### src/rtl/opsel_pkg.sv
// Shared definitions for the operand select pipeline: source tags and the
// skid-buffer occupancy encoding {mainValid, skidValid}.
package opsel_pkg;

    localparam int SRC_W = 2;

    localparam logic [SRC_W-1:0] SRC_BANK = 2'b00;
    localparam logic [SRC_W-1:0] SRC_R    = 2'b01;
    localparam logic [SRC_W-1:0] SRC_IMM  = 2'b10;
    localparam logic [SRC_W-1:0] SRC_OOR  = 2'b11;

    // Encoding bits are {mainValid, skidValid}; 2'b01 is unreachable.
    typedef enum logic [1:0] {
        BUF_EMPTY = 2'b00,
        BUF_BUSY  = 2'b10,
        BUF_FULL  = 2'b11
    } buf_state_e;

endpackage

### src/rtl/opsel_skid_buf.sv
// Generic 2-entry valid/ready skid buffer: main register drives the outputs,
// skid register catches the one request accepted while the consumer stalls.
module opsel_skid_buf
    import opsel_pkg::*;
#(
    parameter int W = 1
) (
    input  logic         clk,
    input  logic         rst_n,
    input  logic [W-1:0] in_data,
    input  logic         in_valid,
    output logic         in_ready,
    output logic [W-1:0] out_data,
    output logic         out_valid,
    input  logic         out_ready
);

    buf_state_e   state_q;
    logic [W-1:0] main_q;
    logic [W-1:0] skid_q;
    logic         accept;
    logic         transfer;

    // Ready is decoded from registered state only, so outReady never
    // reaches inReady combinationally.
    assign in_ready  = (state_q != BUF_FULL);
    assign out_valid = (state_q != BUF_EMPTY);
    assign out_data  = main_q;

    assign accept   = in_valid && in_ready;
    assign transfer = out_valid && out_ready;

    // NOTE: the two payload registers are plain flops, not a memory array, so
    // resetting them is cheap and makes outData read 0 straight out of reset.
    always_ff @(posedge clk or negedge rst_n) begin
        if (!rst_n) begin
            state_q <= BUF_EMPTY;
            main_q  <= '0;
            skid_q  <= '0;
        end else begin
            case (state_q)
                BUF_EMPTY: begin
                    if (accept) begin
                        main_q  <= in_data;
                        state_q <= BUF_BUSY;
                    end
                end
                BUF_BUSY: begin
                    if (accept && transfer) begin
                        main_q <= in_data;
                    end else if (accept) begin
                        skid_q  <= in_data;
                        state_q <= BUF_FULL;
                    end else if (transfer) begin
                        state_q <= BUF_EMPTY;
                    end
                end
                BUF_FULL: begin
                    if (transfer) begin
                        main_q  <= skid_q;
                        state_q <= BUF_BUSY;
                    end
                end
                default: state_q <= BUF_EMPTY;
            endcase
        end
    end

endmodule

### src/rtl/operand_select_pipe.sv
// Registered operand select: imm > R > bank, result held in a skid buffer.
// Optional stall counter enabled by defining OPSEL_STALL_CNT_EN.
module operand_select_pipe
    import opsel_pkg::*;
#(
    parameter int DATA_W   = 16,
    parameter int NUM_REGS = 8,
    parameter int SEL_W    = $clog2(NUM_REGS)
) (
    input  logic                       clk,
    input  logic                       rst_n,
    input  logic [NUM_REGS*DATA_W-1:0] regBank,
    input  logic [DATA_W-1:0]          regR,
    input  logic [DATA_W-1:0]          imm,
    input  logic [SEL_W-1:0]           regSelect,
    input  logic                       regRSelect,
    input  logic                       immSelect,
    input  logic                       inValid,
    output logic                       inReady,
    output logic [DATA_W-1:0]          outData,
    output logic [1:0]                 outSrc,
    output logic                       outErr,
`ifdef OPSEL_STALL_CNT_EN
    input  logic                       stallClr,
    output logic [15:0]                stallCnt,
`endif
    output logic                       outValid,
    input  logic                       outReady
);

    typedef struct packed {
        logic [DATA_W-1:0] data;
        logic [SRC_W-1:0]  src;
        logic              err;
    } entry_t;

    localparam int ENTRY_W = $bits(entry_t);

    entry_t            in_entry;
    entry_t            out_entry;
    logic [DATA_W-1:0] bank_word;
    logic              in_range;

    // NUM_REGS need not be a power of two, so indices at or above it are
    // flagged rather than wrapped into the bank.
    assign in_range = ({1'b0, regSelect} < NUM_REGS[SEL_W:0]);

    // NOTE: every always_comb output gets a default first so no path can
    // leave it unassigned and infer a latch.
    always_comb begin
        bank_word = '0;
        for (int i = 0; i < NUM_REGS; i++) begin
            if (regSelect == SEL_W'(i)) begin
                bank_word = regBank[i*DATA_W +: DATA_W];
            end
        end
    end

    always_comb begin
        in_entry = '0;
        if (immSelect) begin
            in_entry.data = imm;
            in_entry.src  = SRC_IMM;
        end else if (regRSelect) begin
            in_entry.data = regR;
            in_entry.src  = SRC_R;
        end else if (in_range) begin
            in_entry.data = bank_word;
            in_entry.src  = SRC_BANK;
        end else begin
            in_entry.src  = SRC_OOR;
            in_entry.err  = 1'b1;
        end
    end

    opsel_skid_buf #(
        .W(ENTRY_W)
    ) u_skid_buf (
        .clk      (clk),
        .rst_n    (rst_n),
        .in_data  (in_entry),
        .in_valid (inValid),
        .in_ready (inReady),
        .out_data (out_entry),
        .out_valid(outValid),
        .out_ready(outReady)
    );

    assign outData = out_entry.data;
    assign outSrc  = out_entry.src;
    assign outErr  = out_entry.err;

`ifdef OPSEL_STALL_CNT_EN
    logic stall;
    assign stall = outValid && !outReady;

    // Clear takes priority over a coincident stall; the count saturates.
    always_ff @(posedge clk or negedge rst_n) begin
        if (!rst_n) begin
            stallCnt <= '0;
        end else if (stallClr) begin
            stallCnt <= '0;
        end else if (stall && (stallCnt != 16'hFFFF)) begin
            stallCnt <= stallCnt + 16'd1;
        end
    end
`endif

endmodule

### config.mk
export PLATFORM = sky130hd
export DESIGN_NAME = operand_select_pipe
export DESIGN_NICKNAME = d
export VERILOG_FILES = /design/src/rtl/opsel_pkg.sv /design/src/rtl/opsel_skid_buf.sv /design/src/rtl/operand_select_pipe.sv
export SDC_FILE = /design/constraint.sdc
export NUM_CORES = 1
export LEC_CHECK = 0
export ABC_AREA = 1
export CAP_MARGIN = 10
export CORE_UTILIZATION = 46
export CTS_CLUSTER_SIZE = 40
export DETAILED_ROUTE_END_ITERATION = 10
export DONT_BUFFER_PORTS = 1
export PLACE_DENSITY = 0.62
export SYNTH_ARGS = -nofsm -noshare
export SYNTH_HDL_FRONTEND = slang
export SYNTH_SLANG_ARGS = --single-unit
### constraint.sdc
create_clock -name clk -period 1.7 [get_ports clk]
set_clock_uncertainty 0.05 [all_clocks]
set_input_delay 0.255 -clock clk [delete_from_list [all_inputs] [get_ports clk]]
set_output_delay 0.255 -clock clk [all_outputs]
set_load 0.01 [all_outputs]
Yosys cells after proc, flatten, opt, wreduce, memory -nomap -nowiden. Cells that the tools add are included.

Equality and inequality tests: 15. Mux-type cells: 20. Bitwise operators: 1. Reduce and logical (&&, ||, !) cells: 10.

Operator list (number): $mux W16 (8); $mux W19 (3); $pmux W19 S3 (1); $mux W18 (2); $eq A3 B3 Y1 const B (4); $mux W2 (5); $reduce_and A4 Y1 (2); $eq A3 B2 Y1 const B (2); $ne A2 B1 Y1 const B (3); $pmux W2 S3 (1); $eq A2 B2 Y1 const B (2); $ne A2 B2 Y1 const B (2); $eq A3 B1 Y1 const B (1); $logic_and A1 B1 Y1 (3); $logic_not A3 Y1 (1); $ne A3 B1 Y1 const B (1); $reduce_and A3 Y1 (1); $reduce_bool A3 Y1 (1); $logic_not A2 Y1 (1); $reduce_bool A2 Y1 (1); $not A1 Y1 (1).

Bits in registers: 39. Output and inout port bits: 21. Word-level logic and storage cells: 49.

Logic depth before layout (Yosys ltp).
Word-level depth: 13. Mapped depth: 12.

Hierarchy. Synthesis repeated with hierarchy kept, for this count alone.

Cells, all modules: 557. Area total of the unflattened synthesis: 3499.6 µm².

By module, submodules not included: opsel_skid_buf (times used 1, cells an instance 245, area each 1974.4 µm², seq. area each 1001.0 µm²); operand_select_pipe (times used 1, cells an instance 312, area each 1525.2 µm², seq. area each 0.0 µm²).

Worst setup path after synthesis. No wires, ideal clock.

Path type: register to register. Start point: register u_skid_buf.state_q[0]. End point: register u_skid_buf.main_q[10] (netlist: u_skid_buf.out_data[10]). Library setup time: 117 ps. Data arrival time: 1608 ps. Data required time: 1533 ps. Setup slack: -74 ps. Stages on the path, launching flop included: 12. Buffers on the path: 1. Path through: dfrtp_1 -> inv_1 -> ha_1 -> inv_1 -> nand2_1 -> nor2_4 -> nor2_1 -> nor3_4 -> inv_2 -> buf_2 -> nand2_1 -> nand2_1.

Longest elaborated chain between the ends: 5. Elaborated cells between the ends (all ways): 14. Those cells by class: eq/ne: 6; mux: 1; reduce/logical: 7.

Ends and longest elaborated chain: start: declaration (line opsel_skid_buf.sv:18) `buf_state_e state_q;`; start signal: assignment (line opsel_skid_buf.sv:37) `state_q <= BUF_EMPTY;`; start signal: assignment (line opsel_skid_buf.sv:45) `state_q <= BUF_BUSY;`; start signal: assignment (line opsel_skid_buf.sv:53) `state_q <= BUF_FULL;`; $reduce_bool A2 Y1 (*) (line opsel_skid_buf.sv:27) `assign out_valid = (state_q != BUF_EMPTY);`; net outValid (line operand_select_pipe.sv:27) `output logic outValid,`; $logic_and A1 B1 Y1 (*) (line opsel_skid_buf.sv:31) `assign transfer = out_valid && out_ready;`; $logic_and A1 B1 Y1 (line opsel_skid_buf.sv:49) `if (accept && transfer) begin`; $ne A2 B1 Y1 (no line); $reduce_and A4 Y1 (no line) (*); end signal: assignment (line opsel_skid_buf.sv:44) `main_q <= in_data;`; end signal: assignment (line opsel_skid_buf.sv:50) `main_q <= in_data;`; end signal: assignment (line opsel_skid_buf.sv:60) `main_q <= skid_q;`; end: declaration (line opsel_skid_buf.sv:19) `logic [W-1:0] main_q;`.

The timed path passes the listed nets; every way through them passes the cells marked *. A chain may end at the register's enable or synchronous reset.

Worst setup path in the final report.
Start point: register u_skid_buf.state_q[0]. End point: register u_skid_buf.skid_q[2].

Longest elaborated chain between the ends: 5. Elaborated cells between the ends (all ways): 8. Those cells by class: eq/ne: 2; bitwise: 1; reduce/logical: 5.

Ends and longest elaborated chain: $ne A2 B2 Y1 / $reduce_bool A2 Y1 (equally long branches) (line opsel_skid_buf.sv:26, opsel_skid_buf.sv:27); $logic_and A1 B1 Y1 (on tied branches) (line opsel_skid_buf.sv:30, opsel_skid_buf.sv:31); $logic_and A1 B1 Y1 (line opsel_skid_buf.sv:49); $not A1 Y1 (no line); $reduce_and A3 Y1 (no line) (*); end signal: assignment (line opsel_skid_buf.sv:52) `skid_q <= in_data;`; end: declaration (line opsel_skid_buf.sv:20) `logic [W-1:0] skid_q;`.

Mark *: on every way between the ends. The rest lies on a longest branch, timed or not.

==> metrics.csv <==
metric,value,unit
pre-CTS worst setup slack,-0.0499,ns
multi-input logic area,2070,um2
CTS root buf,clkbuf_8,
remaining global-route overflow,0,
yosys warns,0,
first-pass GRT wire length,15500,um
CTS Buffer Depth,2,
Global Route Usage Sum,0.266,
WS Path Type,reg -> reg,
largest net degree at the start of global routing,65,
Detailed Place HPWL,7470,um
WL/cell,17.6,um
Internal Pwr Total,3.30,mW
PwrDens,1540,nW/um2
Static Leakage,1.65,nW
Fillers,700,
Hold Fails Final Rpt,0,
FF/Latch Area,953,um2
Pwr Total,5.73,mW
RD Place Congestion,0.817,
Switching Power,2.43,mW
area growth from synthesis to layout,14.7,%
Die W,85.9,um
Post-Syn Nets,685,
core area,6790,um2
number of I/O pins,190,
DR DRC count,0,
Slowest cell on crit path,dfrtp_2,
max cap viols,0,
worst slew pin tran,0.698,ns
clock-pin slew on the worst setup and hold paths,0.08,ns
initial antenna violation count,0,
Iteration-0 DRC Markers,240,
Max-slew headroom,0.533,
"Cell Area, Synth",3240,um2
Rows,30,
Synth cell types,25,
Hold WC Path Type,in -> reg,
vias,3580,
CP peak stage delay,0.44,ns
sequential share of the synthesized area,0.294,
placed cells,581,
chip height,85.9,um
vias in the first global route,3175,
"commonest cells after routing, fill and taps aside","nand2_1, nor2_1, nand4_1",
H-tree Lvls,2,
layout cells sized above 1,0.146,
vias per inst,5.95,
crit path buf inv count,4,
RSZ-0062 raised after global routing,yes,
CP arrival,1.86,ns
Max Clk Rate,576,MHz
crit start category,register,
worst vdd ir,1.38,mV
Reg2Reg Setup Slack,-0.03,ns
CTS Buf Count,5,
switching part of the total,0.424,
n_diodes,0,
crit-path leading delay family,flip-flops,
final period utilization,1.02,
Critical Path RT,1.83,ns
Seq pwr share,0.313,
Post-DRT Antenna Nets,0,
worst skew pair latency,0.29,ns
minimum clock period,1.73,ns
final WL,10600,um
CP dominant cell by count,inv_2,
CP endpoint kind,register,
Clk pwr share,0.134,
status,"complete, but fails checks",
Synth Register Bits,38,
TritonCTS clock tree,yes,
Initial Util,0.477,
worst path cell trace,inv_2 -> ha_2 -> inv_2 -> nor2_2 -> inv_2 -> nor2_4 -> buf_12 -> mux2_2,
Hold WS,0.0794,ns
post-route setup slack,-0.0349,ns
failing checks,negative setup slack,
PortBufs,0,
die area,7380,um2
"commonest non-fill, non-tap cell in the layout",nand2_1,
"critical path fanouts, max",6,
First-pass DRT Iterations,5,
non-filler instance count after layout,602,
CTS sink count,38,
Finished Core Util,0.547,
combinational fraction of design power,0.553,
Syn Inst Count,512,
Pins Over Slew Limit,0,
final setup fails,21,
Mean Syn Cell Area,6.33,um2
Layout Nets,678,
registers in the layout, indices dropped and copies added (netlist names):
name / flops
u_skid_buf.out_data: 18
u_skid_buf.skid_q: 18
u_skid_buf.state_q: 2
repair_timing:
item,in CTS,in global routing
gates cloned,0,4
gates resized for setup,5,33
endpoints found under the setup margin,33,38
pin swaps,2,11
buffers inserted,2,5
hold buffers,2,0
hold endpoints to repair,38,0
Yosys cell counts (all sizes together):
cell type | n | area share
dfrtp | 38 | 0.29
clkinv | 1 | 0.0012
nand2 | 124 | 0.15
inv | 28 | 0.034
a31oi | 18 | 0.035
buf | 27 | 0.052
nand3 | 32 | 0.049
ha | 4 | 0.015
a21oi | 17 | 0.026
conb | 1 | 0.0012
nand4 | 80 | 0.15
clkbuf | 12 | 0.014
mux2 | 2 | 0.0070
o21ai | 3 | 0.0046
nor2 | 121 | 0.15
nor3 | 4 | 0.020
final timing paths:
check,endpoint,cells after the start,startpoint
worst max register to register,u_skid_buf.skid_q[2],8,u_skid_buf.state_q[0]
worst min-delay path,u_skid_buf.skid_q[2],1,immSelect
min in group asynchronous,u_skid_buf.skid_q[10],2,rst_n
worst min register to register,u_skid_buf.skid_q[1],1,u_skid_buf.skid_q[1]
worst max-delay path,u_skid_buf.skid_q[2],8,u_skid_buf.state_q[0]
max in group asynchronous,u_skid_buf.state_q[0],2,rst_n
area by class of cell:
class                      instances  share of cell area
multi-input combinational        406               0.558
timing repair buffer              25              0.0923
sequential                        38               0.257
clock buffer                       5              0.0185
tap                               96              0.0323
inverter                          29              0.0320
clock inverter                     3              0.0108
stage by stage:
| step | setup TNS, ns | area, um2 |
|---|---|---|
| final | -0.425 | 3720 |
| after global routing | -3.76 | 3720 |
| after CTS | 0 | 3460 |
| after detailed placement | -0.827 | 3290 |
| after global placement | -0.0782 | 3290 |
| after floorplan | 0 | 3250 |
kinds of logic (layout without fill, tap and decap cells):
group                      count (synthesis)  in the layout  share of synthesized area
AOI/OAI and AO/OA                         38             38                     0.0657
muxes                                      2              2                    0.00695
adders and majority gates                  4              4                     0.0155
other                                      1              1                    0.00116
buffers and inverters                     68             62                      0.101
and+or+nand+nor                          361            361                      0.516
DFF                                       38             38                      0.294
power by group through the flow:
stage / combinational, mW / clock, mW / sequential, mW
floorplan: 1.81 / 0 / 1.70
global placement: 2.24 / 0 / 1.78
detailed placement: 2.29 / 0 / 1.79
CTS: 2.37 / 0.776 / 1.78
global route: 3.50 / 0.821 / 1.85
finish: 3.17 / 0.768 / 1.80
layer usage:
layer  wire, um  GRT usage  up-vias
li1           -          -     1723
met1       4600      0.359     1656
met2       4930      0.438      188
met3       1000     0.0664       13
met4         72     0.0455        0
met5          0          0        -
(Power assumes the default switching activity.)
